File: config.mk
export PLATFORM = sky130hd
export DESIGN_NAME = bank_drain_ctrl_flat
export DESIGN_NICKNAME = d
export VERILOG_FILES = /design/src/rtl/bank_drain_ctrl_if.sv /design/src/rtl/bank_drain_ctrl.sv /design/src/flat_wrapper.sv
export SDC_FILE = /design/constraint.sdc
export NUM_CORES = 1
export LEC_CHECK = 0
export BUFFER_PORTS_ARGS = -buffer_cell sky130_fd_sc_hd__buf_2
export CAP_MARGIN = 0
export CORE_AREA = 2 2 131 95
export CTS_BUF_LIST = sky130_fd_sc_hd__clkbuf_4
export CTS_CLUSTER_SIZE = 10
export DETAILED_ROUTE_END_ITERATION = 10
export DIE_AREA = 0 0 133 97
export GPL_TIMING_DRIVEN = 0
export PLACE_DENSITY_LB_ADDON = 0.1
export SYNTH_ARGS = -nofsm -noshare
export SYNTH_HDL_FRONTEND = slang
export SYNTH_SLANG_ARGS = --single-unit
export TNS_END_PERCENT = 50
File: constraint.sdc
create_clock -name clk_i -period 3.7 [get_ports clk_i]
set_clock_uncertainty 0.15 [all_clocks]
set_input_delay 0.555 -clock clk_i [delete_from_list [all_inputs] [get_ports clk_i]]
set_output_delay 0.555 -clock clk_i [all_outputs]
set_load 0.02 [all_outputs]
File: src/rtl/bank_drain_ctrl_if.sv
// Control/handshake bundle between the ping-pong bank drain scheduler and its
// writer, FIFO banks and downstream packer.
interface bank_drain_ctrl_if #(
    parameter int LEN_W = 13
);
    logic             enable;
    logic [LEN_W-1:0] packer_len;
    logic             wr_a;
    logic             wr_b;
    logic             out_ready;
    logic             rd_a;
    logic             rd_b;
    logic             out_valid;
    logic             out_bank;
    logic             frame_start;
    logic             frame_end;
    logic             overflow;
    logic [15:0]      frame_cnt;

    modport slave (
        input  enable, packer_len, wr_a, wr_b, out_ready,
        output rd_a, rd_b, out_valid, out_bank, frame_start, frame_end, overflow, frame_cnt
    );

    modport master (
        output enable, packer_len, wr_a, wr_b, out_ready,
        input  rd_a, rd_b, out_valid, out_bank, frame_start, frame_end, overflow, frame_cnt
    );
endinterface

File: src/rtl/bank_drain_ctrl.sv
// Drains whole frames alternately from ping-pong banks A/B; data-side outputs lag the read by 1 cycle.
// out_ready low stalls reads in DRAIN; FLUSH discards leftovers regardless of out_ready.
module bank_drain_ctrl #(
    parameter int DEPTH = 4096,
    parameter int LEN_W = 13
) (
    input  logic             clk_i,
    input  logic             reset_i,
    input  logic             ce_i,
    bank_drain_ctrl_if.slave bus
);
    localparam int CW   = $clog2(DEPTH + 1);
    localparam int LW   = LEN_W + 1;
    localparam int CMPW = (CW > LW) ? CW : LW;

    typedef enum logic [2:0] {IDLE, WAIT_A, DRAIN_A, WAIT_B, DRAIN_B, FLUSH} state_t;

    state_t        state_q, state_d;
    logic [CW-1:0] occ_a_q, occ_a_d, occ_b_q, occ_b_d;
    logic [LW-1:0] len_q, len_d, fcnt_q, fcnt_d;
    logic          out_valid_q, out_valid_d, out_bank_q, out_bank_d;
    logic          frame_start_q, frame_start_d, frame_end_q, frame_end_d;
    logic          overflow_q, overflow_d;
    logic [15:0]   frame_cnt_q, frame_cnt_d;
    logic          rd_a, rd_b, drain_rd, last_rd;
    logic          unused_ce;

    assign unused_ce = ce_i;

    function automatic logic [CW-1:0] occ_next(input logic [CW-1:0] occ, input logic wr, input logic rd);
        if (wr && !rd)
            return (occ == CW'(DEPTH)) ? occ : occ + CW'(1);
        if (rd && !wr)
            return occ - CW'(1);
        return occ;
    endfunction

    always_comb begin
        state_d  = state_q;
        len_d    = len_q;
        fcnt_d   = fcnt_q;
        rd_a     = 1'b0;
        rd_b     = 1'b0;
        drain_rd = 1'b0;
        last_rd  = 1'b0;
        case (state_q)
            IDLE: begin
                if (bus.enable && occ_a_q == '0 && occ_b_q == '0) begin
                    state_d = WAIT_A;
                    // A zero length means a full 2^LEN_W frame, matching the writer's len-1 wrap.
                    len_d   = (bus.packer_len == '0) ? (LW'(1) << LEN_W) : LW'(bus.packer_len);
                end else if (!bus.enable && (occ_a_q != '0 || occ_b_q != '0)) begin
                    state_d = FLUSH;
                end
            end
            WAIT_A: begin
                if (CMPW'(occ_a_q) >= CMPW'(len_q)) begin
                    state_d = DRAIN_A;
                    fcnt_d  = '0;
                end else if (!bus.enable) begin
                    state_d = FLUSH;
                end
            end
            WAIT_B: begin
                if (CMPW'(occ_b_q) >= CMPW'(len_q)) begin
                    state_d = DRAIN_B;
                    fcnt_d  = '0;
                end else if (!bus.enable) begin
                    state_d = FLUSH;
                end
            end
            DRAIN_A: rd_a = bus.out_ready;
            DRAIN_B: rd_b = bus.out_ready;
            FLUSH: begin
                rd_a = (occ_a_q != '0);
                rd_b = (occ_b_q != '0);
                if (occ_a_q == '0 && occ_b_q == '0 && !bus.wr_a && !bus.wr_b)
                    state_d = IDLE;
            end
            default: state_d = IDLE;
        endcase

        if (state_q == DRAIN_A || state_q == DRAIN_B) begin
            drain_rd = bus.out_ready;
            last_rd  = drain_rd && (fcnt_q == len_q - LW'(1));
            if (drain_rd)
                fcnt_d = fcnt_q + LW'(1);
            // An enable drop mid-frame only takes effect once the frame is complete.
            if (last_rd)
                state_d = !bus.enable ? FLUSH : ((state_q == DRAIN_A) ? WAIT_B : WAIT_A);
        end
    end

    always_comb begin
        occ_a_d       = occ_next(occ_a_q, bus.wr_a, rd_a);
        occ_b_d       = occ_next(occ_b_q, bus.wr_b, rd_b);
        overflow_d    = overflow_q
                      | (bus.wr_a && !rd_a && occ_a_q == CW'(DEPTH))
                      | (bus.wr_b && !rd_b && occ_b_q == CW'(DEPTH));
        out_valid_d   = drain_rd;
        out_bank_d    = drain_rd ? (state_q == DRAIN_B) : out_bank_q;
        frame_start_d = drain_rd && (fcnt_q == '0);
        frame_end_d   = last_rd;
        frame_cnt_d   = frame_cnt_q + {15'd0, last_rd};
    end

    always_ff @(posedge clk_i or negedge reset_i) begin
        if (!reset_i) begin
            state_q       <= IDLE;
            occ_a_q       <= '0;
            occ_b_q       <= '0;
            len_q         <= '0;
            fcnt_q        <= '0;
            out_valid_q   <= 1'b0;
            out_bank_q    <= 1'b0;
            frame_start_q <= 1'b0;
            frame_end_q   <= 1'b0;
            overflow_q    <= 1'b0;
            frame_cnt_q   <= '0;
        end else begin
            state_q       <= state_d;
            occ_a_q       <= occ_a_d;
            occ_b_q       <= occ_b_d;
            len_q         <= len_d;
            fcnt_q        <= fcnt_d;
            out_valid_q   <= out_valid_d;
            out_bank_q    <= out_bank_d;
            frame_start_q <= frame_start_d;
            frame_end_q   <= frame_end_d;
            overflow_q    <= overflow_d;
            frame_cnt_q   <= frame_cnt_d;
        end
    end

    assign bus.rd_a        = rd_a;
    assign bus.rd_b        = rd_b;
    assign bus.out_valid   = out_valid_q;
    assign bus.out_bank    = out_bank_q;
    assign bus.frame_start = frame_start_q;
    assign bus.frame_end   = frame_end_q;
    assign bus.overflow    = overflow_q;
    assign bus.frame_cnt   = frame_cnt_q;
endmodule

File: src/flat_wrapper.sv
// flat-port wrapper written by rule: the top's interface ports become plain ports
module bank_drain_ctrl_flat 
#(
    parameter int DEPTH = 4096,
    parameter int LEN_W = 13
)
  (clk_i, reset_i, ce_i, bus_enable, bus_packer_len, bus_wr_a, bus_wr_b, bus_out_ready, bus_rd_a, bus_rd_b, bus_out_valid, bus_out_bank, bus_frame_start, bus_frame_end, bus_overflow, bus_frame_cnt);
  bank_drain_ctrl_if #(.LEN_W(LEN_W)) bus_i ();
  input  logic clk_i;
  input  logic reset_i;
  input  logic ce_i;
  input wire logic [$bits(bus_i.enable)-1:0] bus_enable;
  input wire logic [$bits(bus_i.packer_len)-1:0] bus_packer_len;
  input wire logic [$bits(bus_i.wr_a)-1:0] bus_wr_a;
  input wire logic [$bits(bus_i.wr_b)-1:0] bus_wr_b;
  input wire logic [$bits(bus_i.out_ready)-1:0] bus_out_ready;
  output wire logic [$bits(bus_i.rd_a)-1:0] bus_rd_a;
  output wire logic [$bits(bus_i.rd_b)-1:0] bus_rd_b;
  output wire logic [$bits(bus_i.out_valid)-1:0] bus_out_valid;
  output wire logic [$bits(bus_i.out_bank)-1:0] bus_out_bank;
  output wire logic [$bits(bus_i.frame_start)-1:0] bus_frame_start;
  output wire logic [$bits(bus_i.frame_end)-1:0] bus_frame_end;
  output wire logic [$bits(bus_i.overflow)-1:0] bus_overflow;
  output wire logic [$bits(bus_i.frame_cnt)-1:0] bus_frame_cnt;
  assign bus_i.enable = bus_enable;
  assign bus_i.packer_len = bus_packer_len;
  assign bus_i.wr_a = bus_wr_a;
  assign bus_i.wr_b = bus_wr_b;
  assign bus_i.out_ready = bus_out_ready;
  assign bus_rd_a = bus_i.rd_a;
  assign bus_rd_b = bus_i.rd_b;
  assign bus_out_valid = bus_i.out_valid;
  assign bus_out_bank = bus_i.out_bank;
  assign bus_frame_start = bus_i.frame_start;
  assign bus_frame_end = bus_i.frame_end;
  assign bus_overflow = bus_i.overflow;
  assign bus_frame_cnt = bus_i.frame_cnt;
  bank_drain_ctrl #(.DEPTH(DEPTH), .LEN_W(LEN_W)) u_core (.clk_i(clk_i), .reset_i(reset_i), .ce_i(ce_i), .bus(bus_i));
endmodule
==> impl_metrics.env <==
export IMPL_status="complete, no violations"
export IMPL_rows=33
export IMPL_fin_util_pct=51.6
export IMPL_place_congestion=0.880
export IMPL_cp_required_ns=3.91
export IMPL_drive_above_1_share_pct=17.7
export IMPL_cts_clk_slew_worst_paths_ns=0.13
export IMPL_first_pass_iters=4
export IMPL_yosysTopAreaCell="dfrtp_1"
export IMPL_critPathKind="reg -> reg"
export IMPL_routedWlPerCell_um=16.5
export IMPL_syn_instance_count=544
export IMPL_crit_path_max_fanout=10
export IMPL_hold_violations=0
export IMPL_fmax_mhz=283
export IMPL_drtIter0Drc=225
export IMPL_p_int_uw=2000
export IMPL_yosysTopAreaCellShare_pct=37.8
export IMPL_swShare_pct=43.0
export IMPL_grt_pass1_vias=4030
export IMPL_ys_flop_type="dfrtp_1"
export IMPL_viasPerCell=5.53
export IMPL_ios=43
export IMPL_tightest_slew_ns=0.648
export IMPL_seqPwrFrac_pct=38.5
export IMPL_crit_path_start_kind="flip-flop"
export IMPL_yosys_top_cells_area="dfrtp_1 (38%), ha_1 (9.7%), xor2_1 (6.5%)"
export IMPL_initial_core_util_pct=44.8
export IMPL_critPathCaptureType="flip-flop"
export IMPL_syn_avg_cell_area_um2=9.48
export IMPL_finalNonFillerCells=761
export IMPL_synth_edf_count=0
export IMPL_core_area_um2=11500
export IMPL_hp_class="in -> reg"
export IMPL_switching_power_uw=1510
export IMPL_fin_crit_sh_pct=95.5
export IMPL_totalWireLength_um=12500
export IMPL_postRouteAntennaNets=0
export IMPL_fin_nets=659
export IMPL_grt_max_degree=47
export IMPL_fp_dieH_um=97
export IMPL_peakVddDrop_mv=0.298
export IMPL_setup_viol=0
export IMPL_ys_seq_area_share_pct=37.8
export IMPL_dp_hpwl_um=9350
export IMPL_portBuffers=41
export IMPL_cts_sinks=78
export IMPL_finalWorstPathRequiredPeriod_ns=3.53
export IMPL_most_common_layout_cells="dfrtp_1 (75), nor2_1 (52), buf_2 (43)"
export IMPL_critPathArrivalTime_ns=3.74
export IMPL_yosysUniqueCellTypes=61
export IMPL_htreeDepth=3
export IMPL_final_common_cell="dfrtp_1"
export IMPL_cts_root_buf="clkbuf_4"
export IMPL_fillers=1087
export IMPL_overflow=0
export IMPL_vias=4208
export IMPL_post_place_cells=743
export IMPL_setup_tns_final_ns=0
export IMPL_grt_first_pass_wirelength_um=20800
export IMPL_p_total_uw=3500
export IMPL_p_clk_share_pct=17.5
export IMPL_syn2layout_area_growth_pct=15.2
export IMPL_slew_headroom_pct=56.5
export IMPL_postSynth_asyncResetShare_pct=100
export IMPL_maxSlewViolCount=0
export IMPL_die_area_um2=12900
export IMPL_cts_tree="done"
export IMPL_insertion_delay_ns=0.46
export IMPL_cts_path_max_buffers=2
export IMPL_synth_seq_cells=78
export IMPL_cellLeakagePower_uw=0.00287
export IMPL_cts_buffers=9
export IMPL_pwr_share_comb_pct=44.0
export IMPL_grt_use_total_pct=20.3
export IMPL_fp_dieW_um=133
export IMPL_maxCapViolCount=0
export IMPL_antenna_found_initial=1
export IMPL_synth_warnings=0
export IMPL_drcViolationCount=0
export IMPL_syn_area_um2=5160
export IMPL_power_density_nw_per_um2=590
export IMPL_syn_nets=604
## worst paths after layout
path | depth (start not counted) | start | slack, ns | to
max | 14 | u_core.len_q[0] | 0.17 | u_core.bus.frame_cnt[14]
min | 2 | bus_packer_len[12] | 0.18 | u_core.len_q[12]
max reg2reg | 14 | u_core.len_q[0] | 0.17 | u_core.bus.frame_cnt[14]
min reg2reg | 1 | u_core.bus.frame_cnt[15] | 0.34 | u_core.bus.frame_cnt[15]
max in group asynchronous | 3 | reset_i | 2.37 | u_core.len_q[0]
min in group asynchronous | 2 | reset_i | 0.42 | u_core.bus.frame_cnt[13]
## cell families after synthesis
| group | synth area share [%] |
|---|---|
| AND/OR/NAND/NOR | 22.0 |
| multiplexers | 4.03 |
| adder cells (fa/ha/maj) | 9.70 |
| AO/OA/AOI/OAI | 12.0 |
| buffers and inverters | 3.93 |
| flip-flops | 37.8 |
| XOR/XNOR | 10.5 |
## state kept, by name (all words and copies together) (netlist names)
signal / flops
u_core.state_q: 3
u_core.bus.out_bank: 1
u_core.bus.out_valid: 1
u_core.bus.frame_end: 1
u_core.fcnt_q: 14
u_core.occ_b_q: 13
u_core.bus.frame_cnt: 16
u_core.bus.frame_start: 1
u_core.bus.overflow: 1
u_core.len_q: 14
u_core.occ_a_q: 13
## power groups by stage
stage	sequential [uW]	combinational, uW	clock (uW)
global placement	1330	1400	0
detailed placement	1330	1440	0
finish	1350	1540	612
floorplan	1250	1120	0
CTS	1320	1470	634
global route	1380	1750	669
## timing repair
action | CTS | global route
endpoints found under the hold margin | 32 | 0
setup endpoints to repair | 13 | 20
gates resized for setup | 7 | 24
hold buffers | 1 | 0
gates cloned | 0 | 0
pin swaps | 0 | 2
buffers inserted | 0 | 4
## area by class of cell
| class | instances | area (um^2) | share of cell area (%) |
|---|---|---|---|
| sequential | 78 | 1960 | 32.9 |
| timing repair buffer | 47 | 288 | 4.85 |
| clock buffer | 9 | 67.6 | 1.14 |
| buffer | 16 | 71.3 | 1.20 |
| clock inverter | 6 | 93.8 | 1.58 |
| antenna | 1 | 2.50 | 0.0421 |
| multi-input combinational | 415 | 3140 | 52.9 |
| tap | 157 | 196 | 3.31 |
| inverter | 32 | 123 | 2.06 |
## Yosys cell counts, types with 2 or more instances
cell type   n
clkbuf_1   14
a32oi_1     3
o311ai_0    2
nand2b_1    9
a21oi_1    21
or2_2       2
buf_2       3
o21a_1      2
and4_1      3
mux2_2      5
nand2_1    32
xor2_1     38
nor4b_1     5
inv_1      32
ha_1       40
nor2b_1     9
and3_1      6
mux2_4      8
nand4_1    18
mux2i_1     2
a41oi_1     3
a22oi_1     5
nor4_1     12
o211a_1     2
a211oi_1    3
a31oi_1     9
nand3_1    16
and2_1      5
or4_1       5
or3_1       3
nor3_1     17
nand3b_1    2
o21ai_0     8
a311oi_1    2
a211o_1     2
nand4b_1    3
o221ai_1    2
xnor2_1    24
nor2_1     54
a21o_1     11
o211ai_1    4
dfrtp_1    78
o22ai_1     2
## routing by layer
| metal | up-vias | global-route usage (%) | wire [um] |
|---|---|---|---|
| met5 | - | 0 | 0 |
| met4 | 0 | 6.37 | 199 |
| met3 | 19 | 3.93 | 674 |
| met2 | 90 | 27.7 | 5070 |
| met1 | 2023 | 31.7 | 6570 |
| li1 | 2076 | - | - |
## stage by stage
stage	worst slack, ns	cell area (um^2)	hold slack [ns]
finish	0.166	5940	0.181
global route	-0.0523	5940	0.144
CTS	0.00392	5800	0.150
detailed placement	-0.194	5590	0.311
global placement	-0.149	5560	0.306
floorplan	0.365	5160	0.109
## worst max-delay path, cell delays in order (launching register included)
cell       delay, ns
dfrtp_2         0.49
inv_1           0.12
ha_4            0.20
or4b_2          0.65
or4_1           0.42
o21ai_0         0.15
nor4_2          0.11
o2111ai_4       0.16
inv_2           0.09
ha_1            0.19
ha_1            0.22
nand3_1         0.13
or2_2           0.17
nor2_1          0.06
xor2_1          0.13
No activity file was read; power rests on OpenSTA's default activity.
